### config.mk
export PLATFORM = sky130hd
export DESIGN_NAME = lsu_mem_ctrl_flat
export DESIGN_NICKNAME = d
export VERILOG_FILES = /design/src/rtl/lsu_mem_ctrl_if.sv /design/src/rtl/lsu_mem_ctrl.sv /design/src/flat_wrapper.sv
export SDC_FILE = /design/constraint.sdc
export NUM_CORES = 1
export LEC_CHECK = 0
export BUFFER_PORTS_ARGS = -buffer_cell sky130_fd_sc_hd__buf_2
export CORE_MARGIN = 2
export CORE_UTILIZATION = 52
export DETAILED_ROUTE_END_ITERATION = 10
export PLACE_DENSITY = 0.82
export SYNTH_ARGS = -nofsm -noshare
export SYNTH_HDL_FRONTEND = slang
export SYNTH_SLANG_ARGS = --single-unit
### constraint.sdc
create_clock -name clk -period 4.7 [get_ports clk]
set_input_delay 0.47 -clock clk [delete_from_list [all_inputs] [get_ports clk]]
set_output_delay 0.47 -clock clk [all_outputs]
set_load 0.02 [all_outputs]
### src/rtl/lsu_mem_ctrl_if.sv
// Data-memory bus between the LSU controller and memory.
// Master issues req/we/addr/be/wdata; slave returns gnt/rvalid/rdata.
interface lsu_mem_ctrl_if;
    logic        dbus_req;
    logic        dbus_we;
    logic [31:0] dbus_addr;
    logic [3:0]  dbus_be;
    logic [31:0] dbus_wdata;
    logic        dbus_gnt;
    logic        dbus_rvalid;
    logic [31:0] dbus_rdata;

    modport master (
        output dbus_req, dbus_we, dbus_addr, dbus_be, dbus_wdata,
        input  dbus_gnt, dbus_rvalid, dbus_rdata
    );

    modport slave (
        input  dbus_req, dbus_we, dbus_addr, dbus_be, dbus_wdata,
        output dbus_gnt, dbus_rvalid, dbus_rdata
    );
endinterface

### src/rtl/lsu_mem_ctrl.sv
// LSU data-memory sequencer: IDLE/REQ/WAIT over a req/gnt/rvalid bus.
// Optional bus timeout abort enabled by defining LSU_TIMEOUT_EN.
module lsu_mem_ctrl #(
    parameter int unsigned TIMEOUT_CYCLES = 16
) (
    input  logic        clk,
    input  logic        rst_n,
    input  logic        lsu_req_valid,
    input  logic        lsu_we,
    input  logic [1:0]  lsu_size,
    input  logic        lsu_unsigned,
    input  logic [31:0] lsu_addr,
    input  logic [31:0] lsu_wdata,
    input  logic [4:0]  lsu_rd_reg_addr,
    output logic        lsu_busy_o,
    output logic        lsu_done_o,
    output logic        lsu_misalign_o,
    output logic        lsu_err_o,
    output logic [31:0] lsu_reg_wdata_o,
    output logic        lsu_rd_reg_en_o,
    output logic [4:0]  lsu_rd_reg_addr_o,
    lsu_mem_ctrl_if.master dbus
);

    typedef enum logic [1:0] {
        IDLE = 2'd0,
        REQ  = 2'd1,
        WAIT = 2'd2
    } state_e;

    state_e      state_q;
    logic        req_q;
    logic        we_q;
    logic [31:0] addr_q;
    logic [3:0]  be_q;
    logic [31:0] wdata_q;
    logic [1:0]  off_q;
    logic [1:0]  size_q;
    logic        uns_q;
    logic [4:0]  rd_q;

    logic        done_q;
    logic        misal_q;
    logic        err_q;
    logic        rd_en_q;
    logic [31:0] reg_wdata_q;
    logic [4:0]  rd_addr_q;

    logic        misalign;
    logic [3:0]  be_d;
    logic [31:0] wdata_d;
    logic [31:0] shifted;
    logic [31:0] ext;
    logic        complete;
    logic        tmo;

    assign misalign = ((lsu_size == 2'b01) & lsu_addr[0])
                    | (lsu_size[1] & (lsu_addr[1:0] != 2'b00));

    always_comb begin
        be_d    = 4'b0000;
        wdata_d = 32'h0;
        unique case (1'b1)
            lsu_size[1]: begin
                be_d    = 4'b1111;
                wdata_d = lsu_wdata;
            end
            (lsu_size == 2'b01): begin
                be_d    = 4'b0011 << lsu_addr[1:0];
                wdata_d = {2{lsu_wdata[15:0]}};
            end
            default: begin
                be_d    = 4'b0001 << lsu_addr[1:0];
                wdata_d = {4{lsu_wdata[7:0]}};
            end
        endcase
    end

    // Load data is lane-shifted down to bit 0 before extension.
    always_comb begin
        shifted = dbus.dbus_rdata >> {off_q, 3'b000};
        ext     = shifted;
        unique case (1'b1)
            size_q[1]: ext = shifted;
            (size_q == 2'b01):
                ext = uns_q ? {16'h0, shifted[15:0]}
                            : {{16{shifted[15]}}, shifted[15:0]};
            default:
                ext = uns_q ? {24'h0, shifted[7:0]}
                            : {{24{shifted[7]}}, shifted[7:0]};
        endcase
    end

    assign complete = ((state_q == REQ) & dbus.dbus_gnt & dbus.dbus_rvalid)
                    | ((state_q == WAIT) & dbus.dbus_rvalid);

`ifdef LSU_TIMEOUT_EN
    localparam int unsigned CW = $clog2(TIMEOUT_CYCLES + 1);

    logic [CW-1:0] cnt_q;

    always_ff @(posedge clk) begin
        if (!rst_n || state_q == IDLE) begin
            cnt_q <= '0;
        end else begin
            cnt_q <= cnt_q + CW'(1);
        end
    end

    assign tmo = (state_q != IDLE) & ~complete
               & (cnt_q == CW'(TIMEOUT_CYCLES - 1));
`else
    assign tmo = 1'b0;
`endif

    always_ff @(posedge clk) begin
        if (!rst_n) begin
            state_q     <= IDLE;
            req_q       <= 1'b0;
            we_q        <= 1'b0;
            addr_q      <= 32'h0;
            be_q        <= 4'h0;
            wdata_q     <= 32'h0;
            off_q       <= 2'b00;
            size_q      <= 2'b00;
            uns_q       <= 1'b0;
            rd_q        <= 5'd0;
            done_q      <= 1'b0;
            misal_q     <= 1'b0;
            err_q       <= 1'b0;
            rd_en_q     <= 1'b0;
            reg_wdata_q <= 32'h0;
            rd_addr_q   <= 5'd0;
        end else begin
            done_q  <= 1'b0;
            misal_q <= 1'b0;
            err_q   <= 1'b0;
            rd_en_q <= 1'b0;
            if (complete) begin
                state_q <= IDLE;
                req_q   <= 1'b0;
                done_q  <= 1'b1;
                if (!we_q) begin
                    rd_en_q     <= (rd_q != 5'd0);
                    rd_addr_q   <= rd_q;
                    reg_wdata_q <= ext;
                end
            end else if (tmo) begin
                state_q <= IDLE;
                req_q   <= 1'b0;
                done_q  <= 1'b1;
                err_q   <= 1'b1;
            end else begin
                unique case (state_q)
                    IDLE: begin
                        if (lsu_req_valid && misalign) begin
                            misal_q <= 1'b1;
                        end else if (lsu_req_valid) begin
                            state_q <= REQ;
                            req_q   <= 1'b1;
                            we_q    <= lsu_we;
                            addr_q  <= {lsu_addr[31:2], 2'b00};
                            be_q    <= be_d;
                            wdata_q <= wdata_d;
                            off_q   <= lsu_addr[1:0];
                            size_q  <= lsu_size;
                            uns_q   <= lsu_unsigned;
                            rd_q    <= lsu_rd_reg_addr;
                        end
                    end
                    REQ: begin
                        if (dbus.dbus_gnt) begin
                            state_q <= WAIT;
                            req_q   <= 1'b0;
                        end
                    end
                    WAIT: ;
                    default: state_q <= IDLE;
                endcase
            end
        end
    end

    assign lsu_busy_o = (state_q != IDLE) | (lsu_req_valid & ~misalign);

    assign lsu_done_o        = done_q;
    assign lsu_misalign_o    = misal_q;
    assign lsu_err_o         = err_q;
    assign lsu_reg_wdata_o   = reg_wdata_q;
    assign lsu_rd_reg_en_o   = rd_en_q;
    assign lsu_rd_reg_addr_o = rd_addr_q;

    assign dbus.dbus_req   = req_q;
    assign dbus.dbus_we    = we_q;
    assign dbus.dbus_addr  = addr_q;
    assign dbus.dbus_be    = be_q;
    assign dbus.dbus_wdata = wdata_q;

endmodule

### src/flat_wrapper.sv
// flat-port wrapper written by rule: the top's interface ports become plain ports
module lsu_mem_ctrl_flat 
#(
    parameter int unsigned TIMEOUT_CYCLES = 16
)
  (clk, rst_n, lsu_req_valid, lsu_we, lsu_size, lsu_unsigned, lsu_addr, lsu_wdata, lsu_rd_reg_addr, lsu_busy_o, lsu_done_o, lsu_misalign_o, lsu_err_o, lsu_reg_wdata_o, lsu_rd_reg_en_o, lsu_rd_reg_addr_o, dbus_dbus_req, dbus_dbus_we, dbus_dbus_addr, dbus_dbus_be, dbus_dbus_wdata, dbus_dbus_gnt, dbus_dbus_rvalid, dbus_dbus_rdata);
  lsu_mem_ctrl_if dbus_i ();
  input  logic clk;
  input  logic rst_n;
  input  logic lsu_req_valid;
  input  logic lsu_we;
  input  logic [1:0] lsu_size;
  input  logic lsu_unsigned;
  input  logic [31:0] lsu_addr;
  input  logic [31:0] lsu_wdata;
  input  logic [4:0] lsu_rd_reg_addr;
  output logic lsu_busy_o;
  output logic lsu_done_o;
  output logic lsu_misalign_o;
  output logic lsu_err_o;
  output logic [31:0] lsu_reg_wdata_o;
  output logic lsu_rd_reg_en_o;
  output logic [4:0] lsu_rd_reg_addr_o;
  output wire logic [$bits(dbus_i.dbus_req)-1:0] dbus_dbus_req;
  output wire logic [$bits(dbus_i.dbus_we)-1:0] dbus_dbus_we;
  output wire logic [$bits(dbus_i.dbus_addr)-1:0] dbus_dbus_addr;
  output wire logic [$bits(dbus_i.dbus_be)-1:0] dbus_dbus_be;
  output wire logic [$bits(dbus_i.dbus_wdata)-1:0] dbus_dbus_wdata;
  input wire logic [$bits(dbus_i.dbus_gnt)-1:0] dbus_dbus_gnt;
  input wire logic [$bits(dbus_i.dbus_rvalid)-1:0] dbus_dbus_rvalid;
  input wire logic [$bits(dbus_i.dbus_rdata)-1:0] dbus_dbus_rdata;
  assign dbus_dbus_req = dbus_i.dbus_req;
  assign dbus_dbus_we = dbus_i.dbus_we;
  assign dbus_dbus_addr = dbus_i.dbus_addr;
  assign dbus_dbus_be = dbus_i.dbus_be;
  assign dbus_dbus_wdata = dbus_i.dbus_wdata;
  assign dbus_i.dbus_gnt = dbus_dbus_gnt;
  assign dbus_i.dbus_rvalid = dbus_dbus_rvalid;
  assign dbus_i.dbus_rdata = dbus_dbus_rdata;
  lsu_mem_ctrl #(.TIMEOUT_CYCLES(TIMEOUT_CYCLES)) u_core (.clk(clk), .rst_n(rst_n), .lsu_req_valid(lsu_req_valid), .lsu_we(lsu_we), .lsu_size(lsu_size), .lsu_unsigned(lsu_unsigned), .lsu_addr(lsu_addr), .lsu_wdata(lsu_wdata), .lsu_rd_reg_addr(lsu_rd_reg_addr), .lsu_busy_o(lsu_busy_o), .lsu_done_o(lsu_done_o), .lsu_misalign_o(lsu_misalign_o), .lsu_err_o(lsu_err_o), .lsu_reg_wdata_o(lsu_reg_wdata_o), .lsu_rd_reg_en_o(lsu_rd_reg_en_o), .lsu_rd_reg_addr_o(lsu_rd_reg_addr_o), .dbus(dbus_i));
endmodule
==> run_results.csv <==
group,metric,value,unit
run_status,status,"finished, final reports clean",
worst_setup_path,cp-end-kind,"register",
power_and_ir_drop,ir_worst_vdd,0.225,mV
cts,clock-sinks,120,
synthesis,yosys_warnings,0,
route,viasPerCell,5.47,
sta,fmax,0.345,GHz
layout,layout_commonest_cell,"buf_2",
power_and_ir_drop,total_power,2720,uW
power_and_ir_drop,p_leak,0.00327,uW
power_and_ir_drop,seqPwrFrac,40.9,%
synthesis,syn_area_per_cell,8.74,um^2
synthesis,ys_top_cells_by_area,"dfxtp_1, nand2_1, a21boi_0",
synthesis,synth_cell_types,38,
sta,worst_pin_slew,1.11,ns
worst_setup_path,startpoint_type,"register",
cts,cts_max_level,4,
placed_design,place_area,6340,um^2
cts,cts_setup_buffers,0,
sta,hold_viol,0,
grt,grt_pass1_vias,4969,
power_and_ir_drop,clkPwrFrac,44.6,%
layout,final_cell_mix,"buf_2, nand2_1, dfxtp_1",
route,ant_nets,0,
floorplanning,rows,36,
grt,antenna_found_initial,2,
floorplanning,io_pins,222,
power_and_ir_drop,powerDensity,394,nW/um^2
route,drc,0,
grt,grtUsageMet3,9.11,%
route,wl_per_cell,16.2,um
power_and_ir_drop,p_sw,703,uW
layout,drive_above_1_share,32.6,%
power_and_ir_drop,p_int,2020,uW
grt,top_usage_layer,"met2",
grt,grt_pass1_wl,24100,um
layout,final_nets,903,
power_and_ir_drop,comb_power_share,14.5,%
worst_setup_path,required,5.13,ns
power_and_ir_drop,swShare,25.9,%
worst_setup_path,critPathArrivalTime,3.32,ns
sta,finalSetupTns,0,ns
floorplanning,die_h,105,um
synthesis,syn_area,5270,um^2
cts,root_buffer,"clkbuf_8",
floorplanning,start_util,53.7,%
job,drv_cap,0,
sta,rsz0062_at_grt,"no",
sta,setup_violations,0,
grt,grt_usage,27.3,%
cts,cts_buffer_depth,2,
sta,fin_crit,2.90,ns
grt,grt_overflow,0,
cts,clock_latency,0.51,ns
layout,area_growth,31.0,%
worst_setup_path,crit_type,"reg -> reg",
synthesis,ys_seq_area_share,45.6,%
layout,design_area,6910,um^2
min_path,hold_class,"in -> reg",
floorplanning,die_area,11000,um^2
synthesis,yosys.area.top_type,"dfxtp_1",
grt,grt_max_degree,119,
grt,use_met2,45.6,%
sta,drv_slew,0,
grt,grtUsageMet1,32.2,%
worst_setup_path,crit_fanout,52,
placed_design,dp_hpwl,10300,um
synthesis,syn_inst,603,
route,drt_wl_total,15200,um
route,first_iter_violations,241,
floorplanning,dieWidth,105,um
placed_design,routabilityCongestion,0.867,
route,drt_first_pass_iters,6,
placed_design,io_buffer_count,218,
cts,ctsResizeCount,0,
cts,cts-buffers-inserted,17,
sta,clock_skew,0.00635,ns
sta,finalCritPeriodShare,61.7,%
floorplanning,coreArea,9820,um^2
synthesis,synth_top_area_share,45.6,%
sta,max_slew_margin,25.6,%
cts,cts_tree,"done",
layout,fillers,785,
route,vias,5130,
sta,hold_slack,0.214,ns
cts,cts.clk_slew.worst_paths,0.05,ns
cts,hold_buffers,0,
synthesis,ys_ff_latch,120,
==> registers in the layout, indices dropped and copies added, names as in the netlist, 2 cells and up <==
register	cells
u_core.off_q	2
u_core.dbus.dbus_be	4
u_core.lsu_rd_reg_addr_o	5
u_core.dbus.dbus_wdata	32
u_core.rd_q	5
u_core.dbus.dbus_addr	30
u_core.lsu_reg_wdata_o	32
u_core.state_q	2
u_core.size_q	2
==> cell usage after synthesis (all sizes together) <==
library cell    n
a211oi          1
a21boi         70
a21oi          11
a22oi           1
a311o          16
and3            8
and3b           1
and4            1
buf            17
clkbuf         37
clkinv          1
conb            1
dfxtp         120
inv             3
mux2            7
mux2i          32
mux4            1
nand2         165
nand3          10
nand3b          2
nor2           10
nor2b           5
nor3            8
nor3b           2
nor4b           1
o211a          19
o211ai         18
o21a            2
o21ai          22
o221a           1
o2bb2ai         7
or2             1
or3b            1
or4             1
==> worst paths after layout <==
kind / from / to / slack (ns) / cells past startpoint
worst max-delay path: u_core.state_q[1] / u_core.dbus.dbus_addr[7] / 1.80 / 5
worst min-delay path: lsu_addr[26] / u_core.dbus.dbus_addr[26] / 0.21 / 3
worst max register to register: u_core.state_q[1] / u_core.dbus.dbus_addr[7] / 1.80 / 5
worst min register to register: u_core.dbus.dbus_req / u_core.dbus.dbus_req / 0.45 / 2
==> critical path, stage by stage (launching register included) <==
cell and delay, ns:
dfxtp_1 0.34, nor3b_1 0.75, o21a_2 0.89, buf_4 0.51
nand2_1 0.12, a21boi_0 0.18
==> power groups by stage <==
stage / Clock, uW / Combinational [uW] / Sequential, uW
2_1_floorplan: 0 / 185 / 1190
3_3_place_gp: 0 / 381 / 1130
3_5_place_dp: 0 / 390 / 1130
4_1_cts: 1230 / 394 / 1110
5_1_grt: 1280 / 430 / 1120
6_report: 1210 / 394 / 1110
==> stage by stage <==
stage / setup slack (ns) / util [%] / instances
6_report: 1.80 / 70.3 / 938
3_3_place_gp: 1.89 / 64.6 / 907
4_1_cts: 1.84 / 70.3 / 936
3_5_place_dp: 1.70 / 64.6 / 907
2_1_floorplan: 2.76 / - / 605
5_1_grt: 1.54 / 70.3 / 938
==> cells by family (layout without fill, tap and decap cells) <==
family / count (synthesis) / after routing / share of synthesized area (%)
AO/OA/AOI/OAI: 168 / 168 / 24.3
other: 1 / 5 / 0.0711
buffers and inverters: 58 / 256 / 4.91
AND/OR/NAND/NOR: 216 / 216 / 17.2
flip-flops: 120 / 120 / 45.6
multiplexers: 40 / 40 / 8.00
==> layer usage <==
| metal | vias to the layer above | wire length, um |
|---|---|---|
| met5 | - | 0 |
| met4 | 0 | 303 |
| met3 | 29 | 1330 |
| met2 | 219 | 7340 |
| met1 | 2403 | 6190 |
| li1 | 2479 | - |
==> cell type report <==
cell class / count / area [um^2] / share of cell area [%]
flip-flops and latches: 120 / 2400 / 34.8
inverters: 4 / 15.0 / 0.217
well taps: 133 / 166 / 2.41
multi-input cells: 427 / 2630 / 38.1
clock inverters: 2 / 35.0 / 0.507
repair buffers: 223 / 1130 / 16.3
diodes: 2 / 5.00 / 0.0725
clock buffers: 27 / 522 / 7.56
Power figures use the tool's default switching activity.
